## config.mk

```make
export PLATFORM = sky130hd
export DESIGN_NAME = wb_slot_arbiter
export DESIGN_NICKNAME = d
export VERILOG_FILES = /design/src/rtl/wb_slot_arbiter.sv
export SDC_FILE = /design/constraint.sdc
export NUM_CORES = 1
export LEC_CHECK = 0
export CAP_MARGIN = 20
export CORE_AREA = 2 2 109 111
export DETAILED_ROUTE_END_ITERATION = 10
export DIE_AREA = 0 0 111 113
export GPL_ROUTABILITY_DRIVEN = 1
export HOLD_SLACK_MARGIN = 0.03
export PLACE_DENSITY_LB_ADDON = 0.12
export SLEW_MARGIN = 20
export SYNTH_ARGS = -nofsm -noshare
export SYNTH_HDL_FRONTEND = slang
export SYNTH_SLANG_ARGS = --single-unit
export TNS_END_PERCENT = 20
```

## constraint.sdc

```tcl
create_clock -name wb_clock_i -period 4.2 [get_ports wb_clock_i]
set_input_delay 0.63 -clock wb_clock_i [delete_from_list [all_inputs] [get_ports wb_clock_i]]
set_output_delay 0.63 -clock wb_clock_i [all_outputs]
set_load 0.1 [all_outputs]
```

## src/rtl/wb_slot_arbiter.sv

```systemverilog
// rtl/wb_slot_arbiter.sv - time-division Wishbone arbiter with fixed slot frame map
// Optional build macro WB_ARB_RECLAIM_EN hands an unused slot to the next requesting controller.
module wb_slot_arbiter #(
    parameter int NUM_CTL        = 3,
    parameter int IDX_W          = $clog2(NUM_CTL),
    parameter int SLOT_CYCLES    = 16,
    parameter int FRAME_SLOTS    = 4,
    parameter logic [FRAME_SLOTS*IDX_W-1:0] SLOT_MAP = {2'd1, 2'd2, 2'd1, 2'd0},
    parameter int TIMEOUT_CYCLES = 32,
    parameter int WB_ADDR_WIDTH  = 16,
    parameter int DATA_WIDTH     = 32
) (
    input  logic                             wb_clock_i,
    input  logic                             wb_reset_ni,
    input  logic [NUM_CTL*WB_ADDR_WIDTH-1:0] ctl_addr_i,
    input  logic [NUM_CTL*DATA_WIDTH-1:0]    ctl_data_i,
    input  logic [NUM_CTL-1:0]               ctl_we_i,
    input  logic [NUM_CTL-1:0]               ctl_cycle_i,
    input  logic [NUM_CTL-1:0]               ctl_strobe_i,
    output logic [NUM_CTL-1:0]               ctl_stall_o,
    output logic [NUM_CTL-1:0]               ctl_ack_o,
    output logic [NUM_CTL-1:0]               ctl_err_o,
    output logic [DATA_WIDTH-1:0]            ctl_data_o,
    output logic [NUM_CTL-1:0]               grant_o,
    output logic                             grant_strobe_o,
    output logic [WB_ADDR_WIDTH-1:0]         wb_addr_o,
    output logic [DATA_WIDTH-1:0]            wb_data_o,
    output logic                             wb_we_o,
    output logic                             wb_cycle_o,
    output logic                             wb_strobe_o,
    input  logic [DATA_WIDTH-1:0]            wb_data_i,
    input  logic                             wb_stall_i,
    input  logic                             wb_ack_i
);

    localparam int CNT_W  = (SLOT_CYCLES > 1) ? $clog2(SLOT_CYCLES) : 1;
    localparam int SIDX_W = (FRAME_SLOTS > 1) ? $clog2(FRAME_SLOTS) : 1;
    localparam int TMR_W  = $clog2(TIMEOUT_CYCLES + 1);

    localparam logic [CNT_W-1:0]  CNT_LAST  = CNT_W'(SLOT_CYCLES - 1);
    localparam logic [SIDX_W-1:0] SIDX_LAST = SIDX_W'(FRAME_SLOTS - 1);
    localparam logic [TMR_W-1:0]  TMR_LAST  = TMR_W'(TIMEOUT_CYCLES - 1);

    localparam logic [1:0] ST_IDLE = 2'd0;
    localparam logic [1:0] ST_BUSY = 2'd1;
    localparam logic [1:0] ST_HOLD = 2'd2;

    logic [CNT_W-1:0]  cnt;
    logic [SIDX_W-1:0] sidx;
    logic [SIDX_W-1:0] sidx_next;
    logic [1:0]        state;
    logic              running;
    logic [IDX_W-1:0]  slot_owner;
    logic [IDX_W-1:0]  owner;
    logic [IDX_W-1:0]  active;
    logic [IDX_W-1:0]  sel;
    logic [TMR_W-1:0]  tmr;

    logic [NUM_CTL-1:0] req;
    logic slot_start;
    logic in_xfer;
    logic ack_hit;
    logic tmo_hit;
    logic done;
    logic freeze;
    logic wrap;
    logic accept;
    logic bus_on;

    logic [WB_ADDR_WIDTH-1:0] addr_arr [NUM_CTL];
    logic [DATA_WIDTH-1:0]    data_arr [NUM_CTL];
    logic [IDX_W-1:0]         map_arr  [FRAME_SLOTS];

    for (genvar g = 0; g < NUM_CTL; g++) begin : g_unpack_ctl
        assign addr_arr[g] = ctl_addr_i[g*WB_ADDR_WIDTH +: WB_ADDR_WIDTH];
        assign data_arr[g] = ctl_data_i[g*DATA_WIDTH +: DATA_WIDTH];
    end

    for (genvar g = 0; g < FRAME_SLOTS; g++) begin : g_unpack_map
        assign map_arr[g] = SLOT_MAP[g*IDX_W +: IDX_W];
    end

    assign req        = ctl_cycle_i & ctl_strobe_i;
    assign slot_start = running && (cnt == '0);
    assign in_xfer    = (state != ST_IDLE);
    assign ack_hit    = in_xfer && wb_ack_i;
    assign tmo_hit    = in_xfer && !wb_ack_i && (tmr == TMR_LAST);
    assign done       = ack_hit || tmo_hit;
    // The last cycle of a slot stretches while a transfer is still outstanding.
    assign freeze     = in_xfer && (cnt == CNT_LAST) && !done;
    assign wrap       = (cnt == CNT_LAST) && !freeze;
    assign sidx_next  = (sidx == SIDX_LAST) ? '0 : sidx + SIDX_W'(1);

`ifdef WB_ARB_RECLAIM_EN
    logic found;
    int   cand;

    always_comb begin
        owner = slot_owner;
        found = 1'b0;
        cand  = 0;
        if (slot_start && (state == ST_IDLE) && !req[slot_owner]) begin
            for (int k = 1; k < NUM_CTL; k++) begin
                cand = int'(slot_owner) + k;
                if (cand >= NUM_CTL) begin
                    cand = cand - NUM_CTL;
                end
                if (!found && req[IDX_W'(cand)]) begin
                    owner = IDX_W'(cand);
                    found = 1'b1;
                end
            end
        end
    end
`else
    assign owner = slot_owner;
`endif

    always_comb begin
        for (int i = 0; i < NUM_CTL; i++) begin
            grant_o[i] = running && (owner == IDX_W'(i));
        end
    end

    always_comb begin
        for (int i = 0; i < NUM_CTL; i++) begin
            ctl_stall_o[i] = running &&
                (!(grant_o[i] && slot_start && (state == ST_IDLE)) || wb_stall_i);
        end
    end

    assign accept = slot_start && (state == ST_IDLE) && req[owner] && !wb_stall_i;
    assign sel    = accept ? owner : active;
    assign bus_on = accept || in_xfer;

    always_comb begin
        wb_cycle_o  = bus_on;
        wb_strobe_o = accept;
        wb_addr_o   = '0;
        wb_data_o   = '0;
        wb_we_o     = 1'b0;
        if (bus_on) begin
            wb_addr_o = addr_arr[sel];
            wb_data_o = data_arr[sel];
            wb_we_o   = ctl_we_i[sel];
        end
    end

    // Reset parks the counters on the last cycle so the first clock opens slot 0.
    always_ff @(posedge wb_clock_i or negedge wb_reset_ni) begin
        if (!wb_reset_ni) begin
            cnt            <= CNT_LAST;
            sidx           <= SIDX_LAST;
            state          <= ST_IDLE;
            running        <= 1'b0;
            slot_owner     <= '0;
            active         <= '0;
            tmr            <= '0;
            grant_strobe_o <= 1'b0;
            ctl_ack_o      <= '0;
            ctl_err_o      <= '0;
            ctl_data_o     <= '0;
        end else begin
            grant_strobe_o <= wrap;
            ctl_ack_o      <= '0;
            ctl_err_o      <= '0;

            if (!freeze) begin
                cnt <= wrap ? '0 : cnt + CNT_W'(1);
            end

            if (wrap) begin
                sidx       <= sidx_next;
                slot_owner <= map_arr[sidx_next];
                running    <= 1'b1;
            end else if (slot_start) begin
                slot_owner <= owner;
            end

            case (state)
                ST_IDLE: begin
                    if (accept) begin
                        state  <= ST_BUSY;
                        active <= owner;
                        tmr    <= TMR_W'(1);
                    end
                end
                ST_BUSY, ST_HOLD: begin
                    tmr <= tmr + TMR_W'(1);
                    if (ack_hit) begin
                        ctl_ack_o[active] <= 1'b1;
                        ctl_data_o        <= wb_data_i;
                        state             <= ST_IDLE;
                    end else if (tmo_hit) begin
                        ctl_err_o[active] <= 1'b1;
                        state             <= ST_IDLE;
                    end else if (cnt == CNT_LAST) begin
                        state <= ST_HOLD;
                    end
                end
                default: state <= ST_IDLE;
            endcase
        end
    end

endmodule
```

==> impl_metrics.env, run 1 <==
export IMPL_status="completed"
export IMPL_antenna_found_initial=0
export IMPL_cts_sinks=58
export IMPL_rows=39
export IMPL_synth_ff_type="dfrtp_1"
export IMPL_leakagePower_nw=3.39
export IMPL_area_growth_pct=113
export IMPL_seq_area_frac_synth=0.398
export IMPL_setup_tns_ns=0
export IMPL_endpoint_kind="output pin"
export IMPL_io_pins=285
export IMPL_clock_fmax_mhz=251
export IMPL_synth_compound_area_share=0.173
export IMPL_yosys_area_share_simple=0.190
export IMPL_post_cts_repair_setup_buffers=0
export IMPL_clk_pin_slew_ns=0.05
export IMPL_port_buffers=284
export IMPL_path_common_cell="buf_12"
export IMPL_die_area_mm2=0.0125
export IMPL_netlist_area_mm2=0.00367
export IMPL_dp_hpwl_um=12900
export IMPL_postSynth_asyncResetShare=1.00
export IMPL_syn_inst=418
export IMPL_post_synth_top_count_cell="nor2_1"
export IMPL_met1Wirelength_um=6030
export IMPL_worst_path_max_fanout=35
export IMPL_period_share=0.949
export IMPL_synthXorXnorAreaFrac=0
export IMPL_drt_wirelength_per_cell_um=18.7
export IMPL_maxCapViolations=0
export IMPL_synth_top_area_share=0.355
export IMPL_path_cells="inv_1 -> ha_1 -> or4b_4 -> o21ai_0 -> nand3_1 -> nand2b_2 -> buf_12 -> o32ai_2 -> buf_12"
export IMPL_final_max_slew_violation_count=0
export IMPL_grt_max_degree=59
export IMPL_cts_root_buf="clkbuf_16"
export IMPL_critPathKind="reg -> out"
export IMPL_vias=4141
export IMPL_finalWorstSetupSlack_ns=0.215
export IMPL_grt_pass1_wl_um=24200
export IMPL_dr_first_iter_drc_count=162
export IMPL_tritoncts="yes"
export IMPL_cp_slowest_stage_delay_ns=0.53
export IMPL_dr_pass1_iters=4
export IMPL_wl_met3_um=1040
export IMPL_detail_route_antenna_nets=0
export IMPL_synthesis_nets=614
export IMPL_cts_buffers_inserted=9
export IMPL_post_place_ws_ns=0.256
export IMPL_postCtsHoldBufs=0
export IMPL_grtUsageTotal=0.247
export IMPL_ys_types=45
export IMPL_via_per_inst=4.91
export IMPL_place_gp_congestion=0.951
export IMPL_syn_avg_cell_area_um2=8.78
export IMPL_hold_path_class="in -> async"
export IMPL_cts_htree_levels=3
export IMPL_synthTopCellsByCount="nor2_1, inv_1, dfrtp_1, o32ai_1, mux2_2"
export IMPL_dieHeight_um=113
export IMPL_synth_top_family_by_area="simple AND/OR/NAND/NOR gates"
export IMPL_wl_met2_um=8500
export IMPL_post_cts_resized=0
export IMPL_hold_violations=0
export IMPL_holdWs_ns=0.439
export IMPL_max_slew_margin_rel=0.303
export IMPL_setup_violations_final=0
export IMPL_wl_um=15800
export IMPL_synthTopCellsByArea="dfrtp_1, o32ai_1, mux2_2, nor2_1, inv_1"
export IMPL_start_util=0.325
export IMPL_first_global_vias=4413
export IMPL_drive_gt1_frac=0.259
export IMPL_synth_seq_cells=58
export IMPL_final_util=0.694
export IMPL_cts_buffer_depth=2
export IMPL_arrival_ns=3.36
export IMPL_final_nets=891
export IMPL_tightest_slew_ns=1.04
export IMPL_coreArea_mm2=0.0113
export IMPL_routed_top_layer="met4"
export IMPL_startpoint_type="flop"
export IMPL_crit_path_top_delay_cell="or4b_4"
export IMPL_drc=0
export IMPL_yosysTopAreaCell="dfrtp_1"
export IMPL_synth_edf_count=0
export IMPL_worstPathRequired_ns=3.57
export IMPL_ys_warn_count=0
export IMPL_synth_mux_area_frac=0.119
export IMPL_powerDensity_mw_per_mm2=712
export IMPL_peakVddDrop_v=0.000539
export IMPL_synth_adder_area_share=0.0239
export IMPL_gr_total_overflow=0
export IMPL_skew_ns=0.00964
export IMPL_finalCriticalPeriod_ns=3.99
export IMPL_clkLatencyLatePin_ns=0.32
export IMPL_rsz0062_at_grt="no"
export IMPL_die_w_um=111
==> area by class of cell <==
type	instances	area [µm²]
Antenna cell	1	2.50
Clock buffer	11	243
Clock inverter	5	77.6
Fill cell	860	3450
Inverter	58	218
Multi-Input combinational cell	275	2220
Sequential cell	58	1460
Tap cell	143	179
Timing Repair Buffer	293	3420
==> sequential cells by signal, summed over array words and instances (netlist names) <==
name            count
active              2
cnt                 4
ctl_ack_o           3
ctl_data_o         32
ctl_err_o           3
grant_strobe_o      1
owner               2
running             1
sidx                2
state               2
tmr                 6
==> kinds of logic (layout without fill, tap and decap cells) <==
kind of cell / count (synthesis) / in the layout
AND/OR/NAND/NOR: 154 / 154
buffers and inverters: 85 / 367
AO/OA/AOI/OAI: 75 / 75
flip-flops: 58 / 58
multiplexers: 39 / 39
adder cells (fa/ha/maj): 7 / 7
other: 0 / 1
==> per-layer routing <==
layer | vias to the layer above | GRT usage
li1 | 2008 | -
met4 | 0 | 0.0700
met1 | 1955 | 0.277
met2 | 165 | 0.466
met3 | 13 | 0.0621
met5 | - | 0
==> path summary, 6_finish.rpt <==
check                                   start        endpoint  slack (ns)  depth (start not counted)
worst min register to register  ctl_data_o[4]   ctl_data_o[4]        0.50                          1
max in group asynchronous         wb_reset_ni   ctl_data_o[2]        3.29                          2
worst min-delay path              wb_reset_ni  ctl_data_o[19]        0.44                          2
worst max-delay path                 state[1]         wb_we_o        0.21                          9
min in group wb_clock_i         ctl_data_o[4]   ctl_data_o[4]        0.50                          1
worst max register to register       state[1]          tmr[0]        1.77                          8
==> report_power, final <==
group | internal (mW) | leakage [nW] | total (mW) | switching [mW]
combinational | 1.26 | 2.48 | 3.93 | 2.67
clock | 0.532 | 0.156 | 0.771 | 0.239
sequential | 0.750 | 0.759 | 0.871 | 0.121
total | 2.54 | 3.39 | 5.57 | 3.03
==> through the flow <==
step / cell area [µm²] / power [mW] / instances
CTS: 7820 / 5.61 / 843
global route: 7820 / 5.75 / 843
detailed placement: 7500 / 4.82 / 827
global placement: 7500 / 4.78 / 827
finish: 7820 / 5.57 / 844
floorplan: 4040 / 3.54 / 418
==> layout by cell type (no fill, tap or decap), types with 6 or more instances in the layout <==
master and count:
o32ai_2 49, mux2_2 36, dfrtp_1 52, clkdlybuf4s50_1 229
nor2_1 108, buf_4 11, dfstp_2 6, clkbuf_16 9
ha_1 7, buf_12 52, nand2_1 8, inv_1 57
==> critical path: cells and delay by family (launching register included) <==
family	cells	cell delay, ns
simple gates	3	1.14
buf+inv	3	0.62
compound gates	2	0.59
flops	1	0.38
fa+ha+maj	1	0.28
No activity file was read; power rests on OpenSTA's default activity.
==> run 2: changes to the inputs <==
CAP_MARGIN = not set   (was 20)
==> results of run 2 <==
Same layout as run 1: the final DEF is identical, and so are final timing and power.
